==> config.mk <==
export PLATFORM = sky130hd
export DESIGN_NAME = hazard_forward_unit
export DESIGN_NICKNAME = d
export VERILOG_FILES = /design/src/rtl/hazard_forward_unit.sv
export SDC_FILE = /design/constraint.sdc
export NUM_CORES = 1
export LEC_CHECK = 0
export CAP_MARGIN = 20
export CELL_PAD_IN_SITES_DETAIL_PLACEMENT = 0
export CELL_PAD_IN_SITES_GLOBAL_PLACEMENT = 1
export CORE_MARGIN = 10
export CORE_UTILIZATION = 33
export DETAILED_ROUTE_END_ITERATION = 16
export PLACE_DENSITY_LB_ADDON = 0.1
export SYNTH_ARGS = -nofsm -noshare
export SYNTH_HDL_FRONTEND = slang
export SYNTH_SLANG_ARGS = --single-unit
==> constraint.sdc <==
create_clock -name clk -period 2.6 [get_ports clk]
set_input_delay 0.52 -clock clk [delete_from_list [all_inputs] [get_ports clk]]
set_output_delay 0.52 -clock clk [all_outputs]
set_load 0.02 [all_outputs]
==> src/rtl/hazard_forward_unit.sv <==
// ---------------------------------------------------------------------------
// hazard_forward_unit
//
// Hazard bookkeeping for a 5-stage RV32I pipeline. The block captures the
// destination and write-back controls of each decoded instruction, shadows
// them through E/M/W, and drives the forwarding selects, stalls and flushes
// back into the datapath. Every decision is combinational from the shadow
// state plus the D-stage inputs, so hazards are resolved in the same cycle.
//
// Optional feature: define HAZARD_PERF_CNT_EN to build the saturating
// stall/flush performance counters. With the macro undefined, stall_cnt and
// flush_cnt are still present as ports but are tied to zero, and no counter
// flops are built.
// ---------------------------------------------------------------------------
module hazard_forward_unit #(
  parameter int REG_ADDR_W = 5,
  parameter int CNT_W      = 16
) (
  input  logic                  clk,
  input  logic                  rst,
  input  logic [REG_ADDR_W-1:0] Rs1D,
  input  logic [REG_ADDR_W-1:0] Rs2D,
  input  logic [REG_ADDR_W-1:0] RdD,
  input  logic                  RegWriteD,
  input  logic [1:0]            ResultSrcD,
  input  logic                  PCSrcE,
  output logic                  StallF,
  output logic                  StallD,
  output logic                  FlushD,
  output logic                  FlushE,
  output logic [1:0]            ForwardAE,
  output logic [1:0]            ForwardBE,
  output logic [CNT_W-1:0]      stall_cnt,
  output logic [CNT_W-1:0]      flush_cnt
);

  // Result select encoding used by the decode controller.
  typedef enum logic [1:0] {
    RES_ALU = 2'b00,
    RES_MEM = 2'b01,
    RES_PC4 = 2'b10,
    RES_IMM = 2'b11
  } result_src_e;

  // ALU operand source select driven into the execute-stage muxes.
  typedef enum logic [1:0] {
    FWD_RF = 2'b00,
    FWD_W  = 2'b01,
    FWD_M  = 2'b10
  } fwd_sel_e;

  // Everything the hazard logic needs about the instruction in E.
  typedef struct packed {
    logic [REG_ADDR_W-1:0] rs1;
    logic [REG_ADDR_W-1:0] rs2;
    logic [REG_ADDR_W-1:0] rd;
    logic                  reg_write;
    result_src_e           result_src;
  } ex_stage_t;

  // Later stages only need to know which register they will write, if any.
  typedef struct packed {
    logic [REG_ADDR_W-1:0] rd;
    logic                  reg_write;
  } wr_ctrl_t;

  ex_stage_t ex_q, ex_d;
  wr_ctrl_t  mem_q, mem_d;
  wr_ctrl_t  wb_q, wb_d;

  logic      lw_stall;
  fwd_sel_e  fwd_a;
  fwd_sel_e  fwd_b;

  // A producer in M is younger than one in W, so M wins. x0 is hard-wired
  // to zero and must never be forwarded even if something "writes" it.
  function automatic fwd_sel_e pick_forward(
    input logic [REG_ADDR_W-1:0] rs_e,
    input wr_ctrl_t              m,
    input wr_ctrl_t              w
  );
    if (m.reg_write && (m.rd != '0) && (m.rd == rs_e)) begin
      return FWD_M;
    end else if (w.reg_write && (w.rd != '0) && (w.rd == rs_e)) begin
      return FWD_W;
    end
    return FWD_RF;
  endfunction

  // Hazard detection: load-use stall, branch flush and forwarding selects.
  always_comb begin
    // NOTE: every signal written here gets a value on every path, starting
    // from a default, so no latch can be inferred.
    lw_stall = 1'b0;
    fwd_a    = FWD_RF;
    fwd_b    = FWD_RF;

    // Loads always write, so result_src alone identifies a pending load.
    if ((ex_q.result_src == RES_MEM) && (ex_q.rd != '0) &&
        ((ex_q.rd == Rs1D) || (ex_q.rd == Rs2D))) begin
      lw_stall = 1'b1;
    end

    fwd_a = pick_forward(ex_q.rs1, mem_q, wb_q);
    fwd_b = pick_forward(ex_q.rs2, mem_q, wb_q);
  end

  // Control outputs: a taken branch overrides a load-use stall because the
  // instruction in D is on the wrong path and is discarded anyway.
  always_comb begin
    StallF    = lw_stall && !PCSrcE;
    StallD    = lw_stall && !PCSrcE;
    FlushD    = PCSrcE;
    FlushE    = lw_stall || PCSrcE;
    ForwardAE = fwd_a;
    ForwardBE = fwd_b;
  end

  // Next shadow state: E takes D (or a bubble), M takes E, W takes M.
  always_comb begin
    ex_d.rs1        = Rs1D;
    ex_d.rs2        = Rs2D;
    ex_d.rd         = RdD;
    ex_d.reg_write  = RegWriteD;
    ex_d.result_src = result_src_e'(ResultSrcD);
    // A bubble has reg_write=0 and result_src=ALU, so it can neither be
    // forwarded from nor cause a load-use stall downstream.
    if (FlushE) begin
      ex_d = '0;
    end

    mem_d.rd        = ex_q.rd;
    mem_d.reg_write = ex_q.reg_write;

    wb_d            = mem_q;
  end

  // Shadow pipeline registers.
  always_ff @(posedge clk or posedge rst) begin
    // NOTE: state flops use non-blocking assignments so every register
    // samples the pre-edge values of the others, exactly like hardware.
    if (rst) begin
      ex_q  <= '0;
      mem_q <= '0;
      wb_q  <= '0;
    end else begin
      ex_q  <= ex_d;
      mem_q <= mem_d;
      wb_q  <= wb_d;
    end
  end

`ifdef HAZARD_PERF_CNT_EN

  logic [CNT_W-1:0] stall_cnt_q, stall_cnt_d;
  logic [CNT_W-1:0] flush_cnt_q, flush_cnt_d;

  // Saturating counters: hold at all-ones instead of wrapping to zero.
  always_comb begin
    stall_cnt_d = stall_cnt_q;
    flush_cnt_d = flush_cnt_q;
    if (StallD && (stall_cnt_q != {CNT_W{1'b1}})) begin
      stall_cnt_d = stall_cnt_q + CNT_W'(1);
    end
    if (FlushE && (flush_cnt_q != {CNT_W{1'b1}})) begin
      flush_cnt_d = flush_cnt_q + CNT_W'(1);
    end
  end

  // Counter registers.
  always_ff @(posedge clk or posedge rst) begin
    if (rst) begin
      stall_cnt_q <= '0;
      flush_cnt_q <= '0;
    end else begin
      stall_cnt_q <= stall_cnt_d;
      flush_cnt_q <= flush_cnt_d;
    end
  end

  assign stall_cnt = stall_cnt_q;
  assign flush_cnt = flush_cnt_q;

`else

  // Counters not built: ports kept for a stable interface, driven to zero.
  assign stall_cnt = '0;
  assign flush_cnt = '0;

`endif

endmodule

== Word-level counts from Yosys, hierarchy flattened ==
Index checks and enable logic that the tools add are counted.
Widths: inputs -> output; s select.
Cells by class
  equality and inequality tests: 7
  muxes and demuxes: 12
  reductions and logical operators: 15
Operator list (number)
  $eq 5x5->1: 6
  $mux 18: 1
  $reduce_bool 5->1: 3
  $mux 2: 6
  $logic_and 1x1->1: 9
  $mux 1: 5
  $eq 2x1->1 const B: 1
  $logic_or 1x1->1: 2
  $logic_not 1->1: 1
Word-level totals
  bits in registers: 30
  bits of input ports: 21
  output and inout bits: 40
  logic and storage cells: 43

== Depth between registers and ports, before layout ==
  word-level depth: 6
  mapped depth: 6

== Worst setup path after synthesis ==
No wires, ideal clock.
  path kind: reg-to-output
  from: register mem_q[2] in the netlist's numbering
  to: output ForwardAE[0]
  arrival time: 1747 ps
  required time: 2080 ps
  path slack: 333 ps
  stages on the path, launching flop included: 5
  path buffers: 0
  cells stage by stage: dfrtp_1 -> or4_4 -> o21ai_2 -> nor4_1 -> nor4_2
Between the ends
  longest elaborated chain between the ends: 5
RTL lines
  start: declaration: line 68  | wr_ctrl_t mem_q, mem_d;
  start signal: assignment: line 148  | mem_q <= mem_d;
  $reduce_bool 5->1: line 82  | if (m.reg_write && (m.rd != '0) && (m.rd == rs_e)) begin
  $logic_and 1x1->1: line 82
  $logic_and 1x1->1 *: line 82
  $mux 2 or $mux 1 (tied branches): line 82
  $mux 2 *: line 87  | return FWD_RF;
  end: declaration: line 31  | output logic [1:0] ForwardAE,
Mark *: on every way between the ends. The rest lies on a longest branch, timed or not.

== Worst setup path in the final report ==
  from: register mem_q[2] in the netlist's numbering
  to: output ForwardBE[0]
Between the ends
  longest elaborated chain between the ends: 5
RTL lines
  $reduce_bool 5->1: line 82
  $logic_and 1x1->1: line 82
  $logic_and 1x1->1 *: line 82
  $mux 2 or $mux 1 (tied branches): line 82
  $mux 2 *: line 87
  end: declaration: line 32  | output logic [1:0] ForwardBE,
Marks and branches as above.

==> flow_summary_export.csv <==
group,metric,value,unit
critical_path,crit_required,2.08,ns
clock_network,cts.clk_slew.worst_paths,0.06,ns
synthesis,avgSynthCellArea,10.36,sq um
drt,drc,0,
clock_network,clk_latency,0.28,ns
sta,fmax,410.6,MHz
drt,vias_per_cell,4.075,
synthesis,synth_top_area_share,0.4528,
drt,dr.first_iter.drc_count,23,
grt,antenna_found_initial,0,
grt,grtUsageTotal,0.09083,
die,start_util,0.3464,
critical_path,start_kind,"flop",
layout,diodes,0,
sta,grt_setup_unrepaired,"false",
sta,finalCriticalPeriod,2.436,ns
die,die_h,90.88,um
outcome,run_status,"finished, final reports clean",
synthesis,yosys.area.top_type,"dfrtp_1",
layout,final_cell_mix,"32 x conb_1, 30 x dfrtp_1, 21 x clkdlybuf4s50_1, 18 x nand2b_1, 18 x a21oi_1",
die,io_pins,61,
sta,setup_viol,0,
layout,area_growth,22.34,%
layout,final_common_cell,"conb_1",
clock_network,clkSinkCount,30,
grt,grt_pass1_wl,6058,um
sta,hold_violations,0,
placement,gp_congestion,0.7687,
critical_path,critPathKind,"flop to output pin",
synthesis,ys_ff_latch,30,
clock_network,cts_tree,"done",
drt,wl,3660,um
placement,placedCellCount,259,
placement,numPortBuffers,28,
critical_path,max_stage_delay,0.53,ns
critical_path,crit_path_end_kind,"output pin",
synthesis,synth_cell_types,23,
synthesis,ys_warn_count,0,
grt,grt_pass1_vias,1202,
placement,dp_hpwl,3088,um
critical_path,cp_max_fo,2,
clock_network,cts_max_level,2,
synthesis,syn_inst,160,
layout,finalNonFillerCells,266,
hold_path,hold_class,"flop to flop",
critical_path,crit_top_cell,"nor4_2",
critical_path,cp_cell_sequence,"or4_4 > o21ai_2 > nor4_2 > nor4_2 > clkbuf_2",
drt,routedWlPerCell,13.76,um
clock_network,numCtsBuffers,5,
grt,grt_max_degree,31,
sta,skew,0.005372,ns
clock_network,cts_root_buf,"clkbuf_8",
grt,grt_overflow,0,
clock_network,clock_path_buffers,2,
drt,num_vias,1084,
layout,layout-drive-gt1-share,0.1558,
sta,timing.final.crit_share,0.9368,
layout,final_util,0.4238,
run,maxCapViolCount,0,
synthesis,seq_area_frac_synth,0.4528,
sta,setup_tns,0,ns
synthesis,synth_area_leaders,"dfrtp_1 45%, buf_4 15%, xnor2_1 8.5%, xor2_1 7.4%, nand2b_1 6.8%",
critical_path,crit_arrival,1.92,ns
die,fp-row-count,25,
drt,firstDrtPassIters,4,
critical_path,slowest_stage,"or4_4",
drt,ant_nets,0,
die,fp.coreArea,4786,sq um
die,die-width,90.88,um
die,die-area,8259,sq um
sta,worst_slack,0.1644,ns
layout,nets,220,
placement,dp_slack,-0.3213,ns
pwr,powerDensity,523.2,nW/um^2
pwr,p_leak,0.0009698,uW
sta,maxSlewViolCount,0,
pwr,ir_drop,0.1758,mV
synthesis,syn_area,1658,sq um
critical path: cells and delay by family (launching register included):
kind | cells | cell delay [ns]
DFF | 1 | 0.38
AOI/OAI and AO/OA | 1 | 0.18
and+or+nand+nor | 3 | 0.87
buffers and inverters | 1 | 0.21
timing repair:
action	CTS	global route
resized for setup	12	10
endpoints found under the setup margin	7	5
gates cloned	0	0
hold buffers	0	0
pin swaps	0	0
buffers inserted	0	0
final timing paths:
kind                               start      endpoint  slack (ns)  cells after the start
worst max-delay path            mem_q[2]  ForwardBE[0]        0.16                      5
worst min-delay path             ex_q[2]      mem_q[0]        0.36                      0
worst max register to register   ex_q[7]      ex_q[10]        0.97                      5
worst min register to register   ex_q[2]      mem_q[0]        0.36                      0
max in group asynchronous            rst       ex_q[7]        1.69                      3
min in group asynchronous            rst       ex_q[2]        0.62                      3
per-stage QoR:
step	hold WS [ns]	instance area (sq um)	power, uW
after CTS	0.3624	2049	1080
final	0.3590	2028	1061
after detailed placement	0.3409	1961	730.5
after global placement	0.3360	1961	728.1
after global routing	0.3584	2028	1116
after floorplan	0.3312	1774	688.7
power breakdown:
group / internal, uW / switching (uW) / leakage [uW]
registers: 492 / 23.8 / 0.000387
clock network: 184 / 154 / 0.0000383
logic: 90.0 / 117 / 0.000545
total: 766 / 295 / 0.000970
layout make-up:
type                       count  area (sq um)
clock buffer                   7         76.32
fill                         494          2758
inverter                       1         3.754
multi-input combinational    120         763.2
sequential                    30         750.7
tap                           67         83.83
timing repair buffer          41         350.3
logic make-up (layout without fill, tap and decap cells):
group                  after synthesis  in the layout  share of synthesized area
AO/OA/AOI/OAI                       22             22                    0.07095
AND/OR/NAND/NOR                     36             36                     0.1442
XOR/XNOR                            30             30                     0.1585
other                                1             32                   0.002262
buffers and inverters               41             49                     0.1713
flip-flops                          30             30                     0.4528
routing by layer:
layer	wire length (um)	vias up	track usage
met5	0	-	0
met4	48	0	0.03133
met3	333	6	0.04738
met2	1852	38	0.1581
met1	1426	509	0.09091
li1	-	531	-
registers in the layout, indices dropped and copies added, names as in the netlist:
register	flops
mem_q	6
wb_q	6
ex_q	18
Yosys cell counts:
master    count
a21o_1        1
a21oi_1      18
and3b_1       1
buf_2         2
buf_4        34
clkbuf_1      4
conb_1        1
dfrtp_1      30
inv_1         1
nand2_1       2
nand2b_1     18
nand3_1       4
nor2_1        1
nor3b_1       1
nor4_1        2
nor4_2        2
o21ai_1       1
o21ai_2       1
o22ai_1       1
or4_1         4
or4_4         1
xnor2_1      16
xor2_1       14
No activity file was read; power rests on OpenSTA's default activity.
